## src/rtl/bus_pkg.sv

```systemverilog
// Shared constants for the system-bus arbiter: FSM encodings, watchdog default, master indices.
package bus_pkg;

   localparam logic [1:0] IDLE     = 2'd0;
   localparam logic [1:0] GRANTED  = 2'd1;
   localparam logic [1:0] HANDOVER = 2'd2;

   localparam int unsigned WD_TIMEOUT_DEFAULT = 256;

   localparam int unsigned MASTER_CPU = 0;
   localparam int unsigned MASTER_DMA = 1;

endpackage

```

## src/rtl/bus_watchdog.sv

```systemverilog
// Bus watchdog: counts cycles of an unacknowledged access and flags expiry on the last one.
module bus_watchdog #(
   parameter int unsigned WD_TIMEOUT = 256,
   parameter int unsigned WD_W       = 16
) (
   input  logic clk,
   input  logic rst,
   input  logic enable,
   input  logic ack,
   output logic expire
);

   localparam logic [WD_W-1:0] WD_MAX = WD_W'(WD_TIMEOUT - 1);

   logic [WD_W-1:0] wd_cnt;
   logic            abort_c;

   assign abort_c = enable && !ack;
   assign expire  = abort_c && (wd_cnt == WD_MAX);

   // Saturating counter; any cycle without a pending abort condition restarts it.
   always_ff @(posedge clk or negedge rst) begin
      if (!rst) begin
         wd_cnt <= '0;
      end else if (!abort_c) begin
         wd_cnt <= '0;
      end else if (wd_cnt != WD_MAX) begin
         wd_cnt <= wd_cnt + WD_W'(1);
      end
   end

endmodule

```

## src/rtl/bus_arbiter.sv

```systemverilog
// Round-robin system-bus arbiter with a one-cycle turnaround between tenures and an
// integrated watchdog that aborts accesses left unacknowledged by a missing slave.
module bus_arbiter
   import bus_pkg::*;
#(
   parameter int unsigned MASTERS    = 2,
   parameter int unsigned WD_TIMEOUT = WD_TIMEOUT_DEFAULT,
   parameter int unsigned WD_W       = 16
) (
   input  logic               clk,
   input  logic               rst,
   input  logic [MASTERS-1:0] bus_req,
   output logic [MASTERS-1:0] bus_grant,
   input  logic               rd_bus,
   input  logic               wr_bus,
   input  logic               fc_bus,
   output logic               watchdog
);

   localparam int unsigned PTR_W = (MASTERS > 1) ? $clog2(MASTERS) : 1;

   logic [1:0]         state, state_nx;
   logic [PTR_W-1:0]   owner, owner_nx;
   logic [PTR_W-1:0]   rr_ptr, rr_nx;
   logic [MASTERS-1:0] grant_nx;
   logic               wd_nx;

   logic               req_any;
   logic [PTR_W-1:0]   sel, cand, sel_next;
   logic               wd_active, wd_expire;

   // Only a single, unambiguous strobe during a tenure counts as an access in flight.
   assign wd_active = (state == GRANTED) && (rd_bus ^ wr_bus);

   bus_watchdog #(
      .WD_TIMEOUT (WD_TIMEOUT),
      .WD_W       (WD_W)
   ) u_wd (
      .clk    (clk),
      .rst    (rst),
      .enable (wd_active),
      .ack    (fc_bus),
      .expire (wd_expire)
   );

   // First requester in search order starting at rr_ptr, wrapping modulo MASTERS.
   always_comb begin
      req_any = 1'b0;
      sel     = '0;
      cand    = '0;
      for (int unsigned i = 0; i < MASTERS; i++) begin
         cand = PTR_W'((32'(rr_ptr) + i) % MASTERS);
         if (!req_any && bus_req[cand]) begin
            req_any = 1'b1;
            sel     = cand;
         end
      end
   end

   assign sel_next = (sel == PTR_W'(MASTERS - 1)) ? '0 : sel + PTR_W'(1);

   always_ff @(posedge clk or negedge rst) begin
      if (!rst) begin
         state     <= IDLE;
         owner     <= '0;
         rr_ptr    <= '0;
         bus_grant <= '0;
         watchdog  <= 1'b0;
      end else begin
         state     <= state_nx;
         owner     <= owner_nx;
         rr_ptr    <= rr_nx;
         bus_grant <= grant_nx;
         watchdog  <= wd_nx;
      end
   end

   // Release takes priority over expiry so a master finishing on the last cycle is not aborted.
   always_comb begin
      state_nx = state;
      owner_nx = owner;
      rr_nx    = rr_ptr;
      grant_nx = bus_grant;
      wd_nx    = 1'b0;
      case (state)
         IDLE, HANDOVER: begin
            grant_nx = '0;
            if (req_any) begin
               state_nx      = GRANTED;
               grant_nx[sel] = 1'b1;
               owner_nx      = sel;
               rr_nx         = sel_next;
            end else begin
               state_nx = IDLE;
            end
         end
         GRANTED: begin
            if (!bus_req[owner]) begin
               state_nx = HANDOVER;
               grant_nx = '0;
            end else if (wd_expire) begin
               state_nx = HANDOVER;
               grant_nx = '0;
               wd_nx    = 1'b1;
            end
         end
         default: begin
            state_nx = IDLE;
            grant_nx = '0;
         end
      endcase
   end

endmodule

```

## config.mk

```make
export PLATFORM = sky130hd
export DESIGN_NAME = bus_arbiter
export DESIGN_NICKNAME = d
export VERILOG_FILES = /design/src/rtl/bus_pkg.sv /design/src/rtl/bus_watchdog.sv /design/src/rtl/bus_arbiter.sv
export SDC_FILE = /design/constraint.sdc
export NUM_CORES = 1
export LEC_CHECK = 0
export ABC_CLOCK_PERIOD_IN_PS = 4000
export CAP_MARGIN = 5
export CORE_ASPECT_RATIO = 1.2
export CORE_MARGIN = 3
export CORE_UTILIZATION = 40
export CTS_CLUSTER_SIZE = 28
export DETAILED_ROUTE_END_ITERATION = 8
export PLACE_DENSITY_LB_ADDON = 0.1
export SETUP_SLACK_MARGIN = 0.15
export SYNTH_ARGS = -nofsm -noshare
export SYNTH_HDL_FRONTEND = slang
export SYNTH_HIERARCHICAL = 1
export SYNTH_SLANG_ARGS = --single-unit
```

## constraint.sdc

```tcl
create_clock -name clk -period 4 [get_ports clk]
set_clock_uncertainty 0.1 [all_clocks]
set_input_delay 0.6 -clock clk [delete_from_list [all_inputs] [get_ports clk]]
set_output_delay 0.6 -clock clk [all_outputs]
set_load 0.01 [all_outputs]
```

==> results of run 1 <==
==> worst max path at each step <==
stage	cells past startpoint	start	to
after floorplan	7	wr_bus	bus_grant[1]
after global placement	6	wr_bus	u_wd/wd_cnt[11]
after detailed placement	6	wr_bus	u_wd/wd_cnt[11]
after CTS	6	wr_bus	u_wd/wd_cnt[11]
after global routing	5	u_wd/wd_cnt[8]	bus_grant[1]
final	6	wr_bus	u_wd/wd_cnt[11]
==> registers in the layout (all words and copies together) (netlist names) <==
register     flops
state            2
rr_ptr           1
bus_grant        2
u_wd/wd_cnt     16
watchdog         1
owner            1
==> metal layers <==
metal  GRT usage [%]  vias to the layer above  wire length, um
li1                -                      474                -
met1            16.7                      469             1060
met2            24.1                       13             1190
met3            1.94                        4               57
met4            7.12                        0               25
met5               0                        -                0
==> through the flow <==
stage	instance area [um2]	total power, mW	setup WS, ps
2_1_floorplan	1220	0.376	2200
3_3_place_gp	1310	0.423	1670
3_5_place_dp	1310	0.426	1600
4_1_cts	1340	0.537	1940
5_1_grt	1340	0.559	1830
6_report	1340	0.529	1940
==> critical path, cell delays in order <==
cell             delay (ps)
clkdlybuf4s50_1         410
xnor2_1                 130
nor2_1                  120
nand2b_1                280
or4_1                   590
nand2_1                  80
==> Yosys cell counts, types with 2 or more instances <==
| cell type | instances |
|---|---|
| xnor2_1 | 2 |
| or3_1 | 3 |
| or4_1 | 3 |
| nand2_1 | 7 |
| o211ai_1 | 2 |
| nor2b_1 | 3 |
| o21ai_0 | 5 |
| a31oi_1 | 4 |
| nand3_1 | 7 |
| a21oi_1 | 6 |
| inv_1 | 2 |
| and2_1 | 2 |
| buf_6 | 2 |
| buf_2 | 2 |
| nand2b_1 | 7 |
| nor3_1 | 2 |
| mux2i_1 | 2 |
| clkbuf_1 | 2 |
| dfrtp_1 | 23 |
| and3_1 | 2 |
| nand4_1 | 4 |
| o31ai_1 | 3 |
| and4_1 | 3 |
| nor4_1 | 2 |
| nor2_1 | 9 |
==> power by group through the flow <==
stage / clock network (mW) / logic (mW) / registers [mW]
final: 0.110 / 0.131 / 0.288
after floorplan: 0 / 0.0847 / 0.291
after global placement: 0 / 0.130 / 0.293
after global routing: 0.120 / 0.145 / 0.294
after CTS: 0.114 / 0.134 / 0.288
after detailed placement: 0 / 0.134 / 0.292
==> logic make-up after synthesis <==
logic type / after synthesis / synth area share [%]
simple gates: 57 / 26.8
fa+ha+maj: 1 / 1.02
buf+inv: 8 / 3.89
xor+xnor: 3 / 2.15
mux: 4 / 3.69
flops: 23 / 47.1
compound gates: 27 / 15.3
==> area by class of cell <==
| type | instances | share of cell area (%) |
|---|---|---|
| repair buffers | 9 | 6.72 |
| clock inverters | 1 | 0.373 |
| multi-input cells | 92 | 44.6 |
| well taps | 34 | 3.17 |
| inverters | 2 | 0.560 |
| clock buffers | 3 | 1.68 |
| flip-flops and latches | 23 | 42.9 |
==> cell usage in the layout, fill, tap and decap left out, types with 3 or more instances in the layout <==
master / n
and4_1: 3
a31oi_1: 4
clkdlybuf4s50_1: 9
o21ai_0: 5
or4_1: 3
or3_1: 3
a21oi_1: 6
clkbuf_4: 3
o31ai_1: 3
dfrtp_1: 23
nand2_1: 7
nand3_1: 7
nor2_1: 9
nand4_1: 4
nor2b_1: 3
nand2b_1: 7
==> impl_results.md, run 1 <==
* Worst r2r src: u_wd/wd_cnt[0]
* Synth top area share at between 40% and 50%
* Hold path start: u_wd/wd_cnt[6]
* EDFF count, synth at 0
* Top cells by area, synth: dfrtp_1, nand2b_1, nand3_1
* Reg2Reg Depth at 6
* Reg2reg setup slack at slightly above 2000 ps
* Cell variety after synth at 39
* Multi-input logic area at around 600 um2
* Vias in the first global route at 937
* First-pass GRT wire length at approximately 4100 um
* Non-filler cells, final at ~160
* Worst Hold End: u_wd/wd_cnt[6]
* Clock slew at reported path FFs at 140 ps
* Max-slew headroom at approximately a third
* Yosys warning count at 6
* Power share of the sequential group at a little over half
* Critical Path Source Type: primary input
* Crit path kind: primary input to flip-flop
* CTS tree: done
* Mapped Cells at roughly 120
* Global placement routability congestion at roughly 0.79
* Layout area overhead at 9.84%
* P_leak at about 0.54 nW
* DRT Pass-1 Iters at 4
* CTS Buf Count at 3
* Antenna violations before repair at 0
* HP Class: flip-flop to flip-flop
* Avg WL per Cell at 14.2 um
* Maximum vdd ir drop at 0.000255 V
* Share of cells above drive strength 1 at a little over 6%
* Avg Inst Size Synth at between 9 and 10 um2
* CP Data Required Time at around 4200 ps
* Hold Buf Count CTS at 0
* Post-Route WL at ~2300 um
* Yosys reg bits at 23
* Max-cap violations at 0
* Antenna diode count at 0
* Clk pwr share at a little over a fifth
* Hold Crit Depth at 1
* Die span in y at roughly 67 um
* H-tree levels at 1
* Switching portion of total power at a little under a third
* Net count after synthesis at around 130
* Fin. Hold Viols at 0
* Fmax at 486 MHz
* P per Cell Area at around 400 nW/um2
* Dpl cells at between 150 and 200
* Post-route DRC violation count at 0
* CTS Buffer Depth at 2
* Yosys top cell by area: dfrtp_1
* Worst flop-to-flop path endpoint: bus_grant[0]
* GRT Overall Usage at 13.9%
* Switching power total at approximately 160 uW
* CTS sink cnt at 23
* Filler cells at around 270
* # setup viols final at 0
* Final ANT Viol Nets at 0
* Global route total overflow at 0
* Synth Cell Area at between 1000 and 1500 um2
* WHS at between 300 and 400 ps
* Clock Root Buffer: clkbuf_4
* Final Util at between 40% and 50%
* Slew @ Worst Pin at 1010 ps
* Period Utilization, post-route at between 50% and 60%
* Clock latency on the worst-skew pair at approximately 320 ps
* CORE AREA at roughly 2900 um2
* Internal power at 367 uW
* Logic pwr share at approximately 25%
* Total Die Area at about 3800 um2
* Storage cell area at 576 um2
* Top FF cell, synth: dfrtp_1
* Starting Density at between 40% and 50%
* Site Rows at 21
* DP HPWL at between 1500 and 2000 um
* Via count at 960
* Register area share after synthesis at around 47%
* Async SR Flop Fraction at 100%
* Top-level I/O count at 10
* Outcome: finished, final reports clean
* Critical path arrival at approximately 2200 ps
* Die Width at ~56 um
* Largest net degree at the start of global routing at 24
* Setup Buffers After CTS at 0
* Resized cells post-CTS at 0
* Unrepaired setup endpoints after global routing: no
* Post-route setup TNS at 0 ps
* CP Capture Type: flip-flop
* Initial drt markers at 25
* Fin crit period at around 2100 ps
* Max Transition Viols Final at 0
* Vias per inst at slightly below 6
* Nets at roughly 140
* Worst-path fanout max at 12
* PortBufs at 9
Note: power is estimated with default switching activity, not from simulation.
==> run 2, diff against run 1 <==
- ABC_CLOCK_PERIOD_IN_PS: 4000 -> 2050
- clock period: 4 -> 2.05 ns (I/O delays scaled with it)
==> run 2 against run 1 <==
  * Utilization up 2.4 points
  * Register-to-register slack worse by 1800 ps
  * Critical endpoint is now u_wd/wd_cnt[14]
  * Worst hold slack worse by 170 ps
  * Combinational power up 110%
  * Power up 100%
  * Clock power up 96%
  * Die area unchanged
  * First-iteration DRC count up 8.0%
  * Largest power group unchanged
  * Global-route usage up 1.6 points
  * Sequential share of layout area down 2.1 points
  * Non-clock buffer count up 7
==> impl_results.md, run 2 (synthesized netlist as in run 1, its figures left out) <==
* Outcome: finished, final reports clean
* Worst r2r src: u_wd/wd_cnt[0]
* Die span in y at 66.5 um (unchanged)
* CTS sink cnt at 23 (unchanged)
* Starting Density at 42.6% (unchanged)
* Worst-path fanout max at 8 (-4)
* Resized cells post-CTS at 0 (unchanged)
* Filler cells at 267 (-1.5%)
* Max-slew headroom at 77.6% (+45 points)
* Max Transition Viols Final at 0 (unchanged)
* Antenna diode count at 0 (unchanged)
* Crit path kind: flip-flop to flip-flop
* Initial drt markers at 27 (+8.0%)
* Top-level I/O count at 10 (unchanged)
* DRT Pass-1 Iters at 4 (unchanged)
* Share of cells above drive strength 1 at 13.9% (+7.7 points)
* Biggest register: u_wd/wd_cnt
* Antenna violations before repair at 0 (unchanged)
* Critical path arrival at 1920 ps (-290 ps)
* Final ANT Viol Nets at 0 (unchanged)
* PortBufs at 9 (unchanged)
* Maximum vdd ir drop at 0.000590 V (+130%)
* Period Utilization, post-route at between 80% and 90%
* Avg WL per Cell at 14.9 um (+4.4%)
* Global route total overflow at 0 (unchanged)
* Clock slew at reported path FFs at 140 ps (about the same)
* Critical Path Source Type: flip-flop
* CTS Buffer Depth at 2 (unchanged)
* CP Capture Type: flip-flop
* Global placement routability congestion at 0.766 (-2.5%)
* DP HPWL at 1910 um (+11%)
* First-pass GRT wire length at 4600 um (+13%)
* Commonest non-fill, non-tap cell in the layout: dfrtp_1
* CTS Buf Count at 3 (unchanged)
* Via count at 1009 (+5.1%)
* Setup Buffers After CTS at 0 (unchanged)
* Clock Root Buffer: clkbuf_4
* Total Die Area at 3750 um2 (unchanged)
* H-tree levels at 1 (unchanged)
* Number of flip-flops under the largest register name at 16 (unchanged)
* Site Rows at 21 (unchanged)
* Die Width at 56.4 um (unchanged)
* Fin crit period at about 1800 ps
* CTS tree: done
* Top Registers: u_wd/wd_cnt (16), bus_grant (2), state (2)
* Vias in the first global route at 1030 (+9.9%)
* Pre-CTS WS at 192 ps (-1400 ps)
* HP Class: primary input to async pin
* # setup viols final at 0 (unchanged)
* P per Cell Area at 749 nW/um2 (+90%)
* Commonest cells after routing, fill and taps aside: dfrtp_1, clkdlybuf4s50_1, nor2_1
* Final WS setup at 287 ps (-1660 ps)
* Fin. Hold Viols at 0 (unchanged)
* Fmax at between 500 and 600 MHz
* GRT Overall Usage at 15.6% (+1.6 points)
* Max-cap violations at 0 (unchanged)
* Slew @ Worst Pin at 329 ps (-679 ps)
* Largest net degree at the start of global routing at 24 (unchanged)
* Post-route DRC violation count at 0 (unchanged)
* Vias per inst at 5.90 (+0.80%)
* Layout area overhead at 15.5%
* Post-route setup TNS at 0 ps (unchanged)
* CP Data Required Time at 2200 ps (-1950 ps)
* Worst setup path start: u_wd/wd_cnt[0]
* P_leak at 0.579 nW (+6.8%)
* Unrepaired setup endpoints after global routing: no
* Clock latency on the worst-skew pair at 310 ps (about the same)
* Post-Route WL at 2540 um (+8.9%)
* CORE AREA at 2860 um2 (unchanged)
* Nets at 146 (+5.0%)
* Hold Buf Count CTS at 0 (unchanged)
run 2: cell types whose count changed in the layout (fill, tap and decap cells not counted):
cell / change
buf_4: +7
nor4_1: -2
nor4_2: +2
and4_1: -1
and4_2: +1
nor2_1: -1
nor2_2: +1
run 2: critical path: stages, from the launching register on:
cell and delay, ps:
dfrtp_1 430, ha_1 210, and3_1 240, nand2_4 90
or4_1 480, a21oi_1 160
run 2: area by class of cell:
type	count	area [um2]	area share, %
timing repair buffer	16	143	10.1
clock buffer	3	22.5	1.60
inverter	2	7.51	0.532
multi-input combinational	92	614	43.6
sequential	23	576	40.8
tap	34	42.5	3.02
clock inverter	1	5.00	0.355
run 2: layer usage:
metal / global-route usage [%] / vias to the layer above / share of wire (%)
met2: 27.7 / 17 / 53
met1: 18.7 / 501 / 43
li1: - / 489 / -
met5: 0 / - / 0
met4: 6.23 / 0 / 0.55
met3: 2.33 / 2 / 3.8
run 2: path summary, 6_finish.rpt:
kind / slack (ps) / depth (start not counted) / end
hold / removal: 220 / 2 / u_wd/wd_cnt[12]
hold reg to reg: 400 / 1 / u_wd/wd_cnt[6]
setup / recovery: 290 / 5 / u_wd/wd_cnt[14]
min in group clk: 400 / 1 / u_wd/wd_cnt[6]
max in group asynchronous: 1390 / 2 / watchdog
setup reg to reg: 290 / 5 / u_wd/wd_cnt[14]
run 2: metrics by stage:
stage	hold WS, ps	util, %	area (um2)	total power, mW	cells
floorplan	-88.1	-	1220	0.733	123
global placement	357	47.7	1370	0.844	167
detailed placement	387	47.7	1370	0.853	167
CTS	228	48.7	1390	1.07	171
global route	239	49.2	1410	1.13	171
finish	222	49.2	1410	1.06	171
run 2: power by group:
part	internal [mW]	switching [mW]	total, mW
clock	0.0729	0.143	0.216
sequential	0.513	0.0519	0.565
combinational	0.144	0.131	0.275
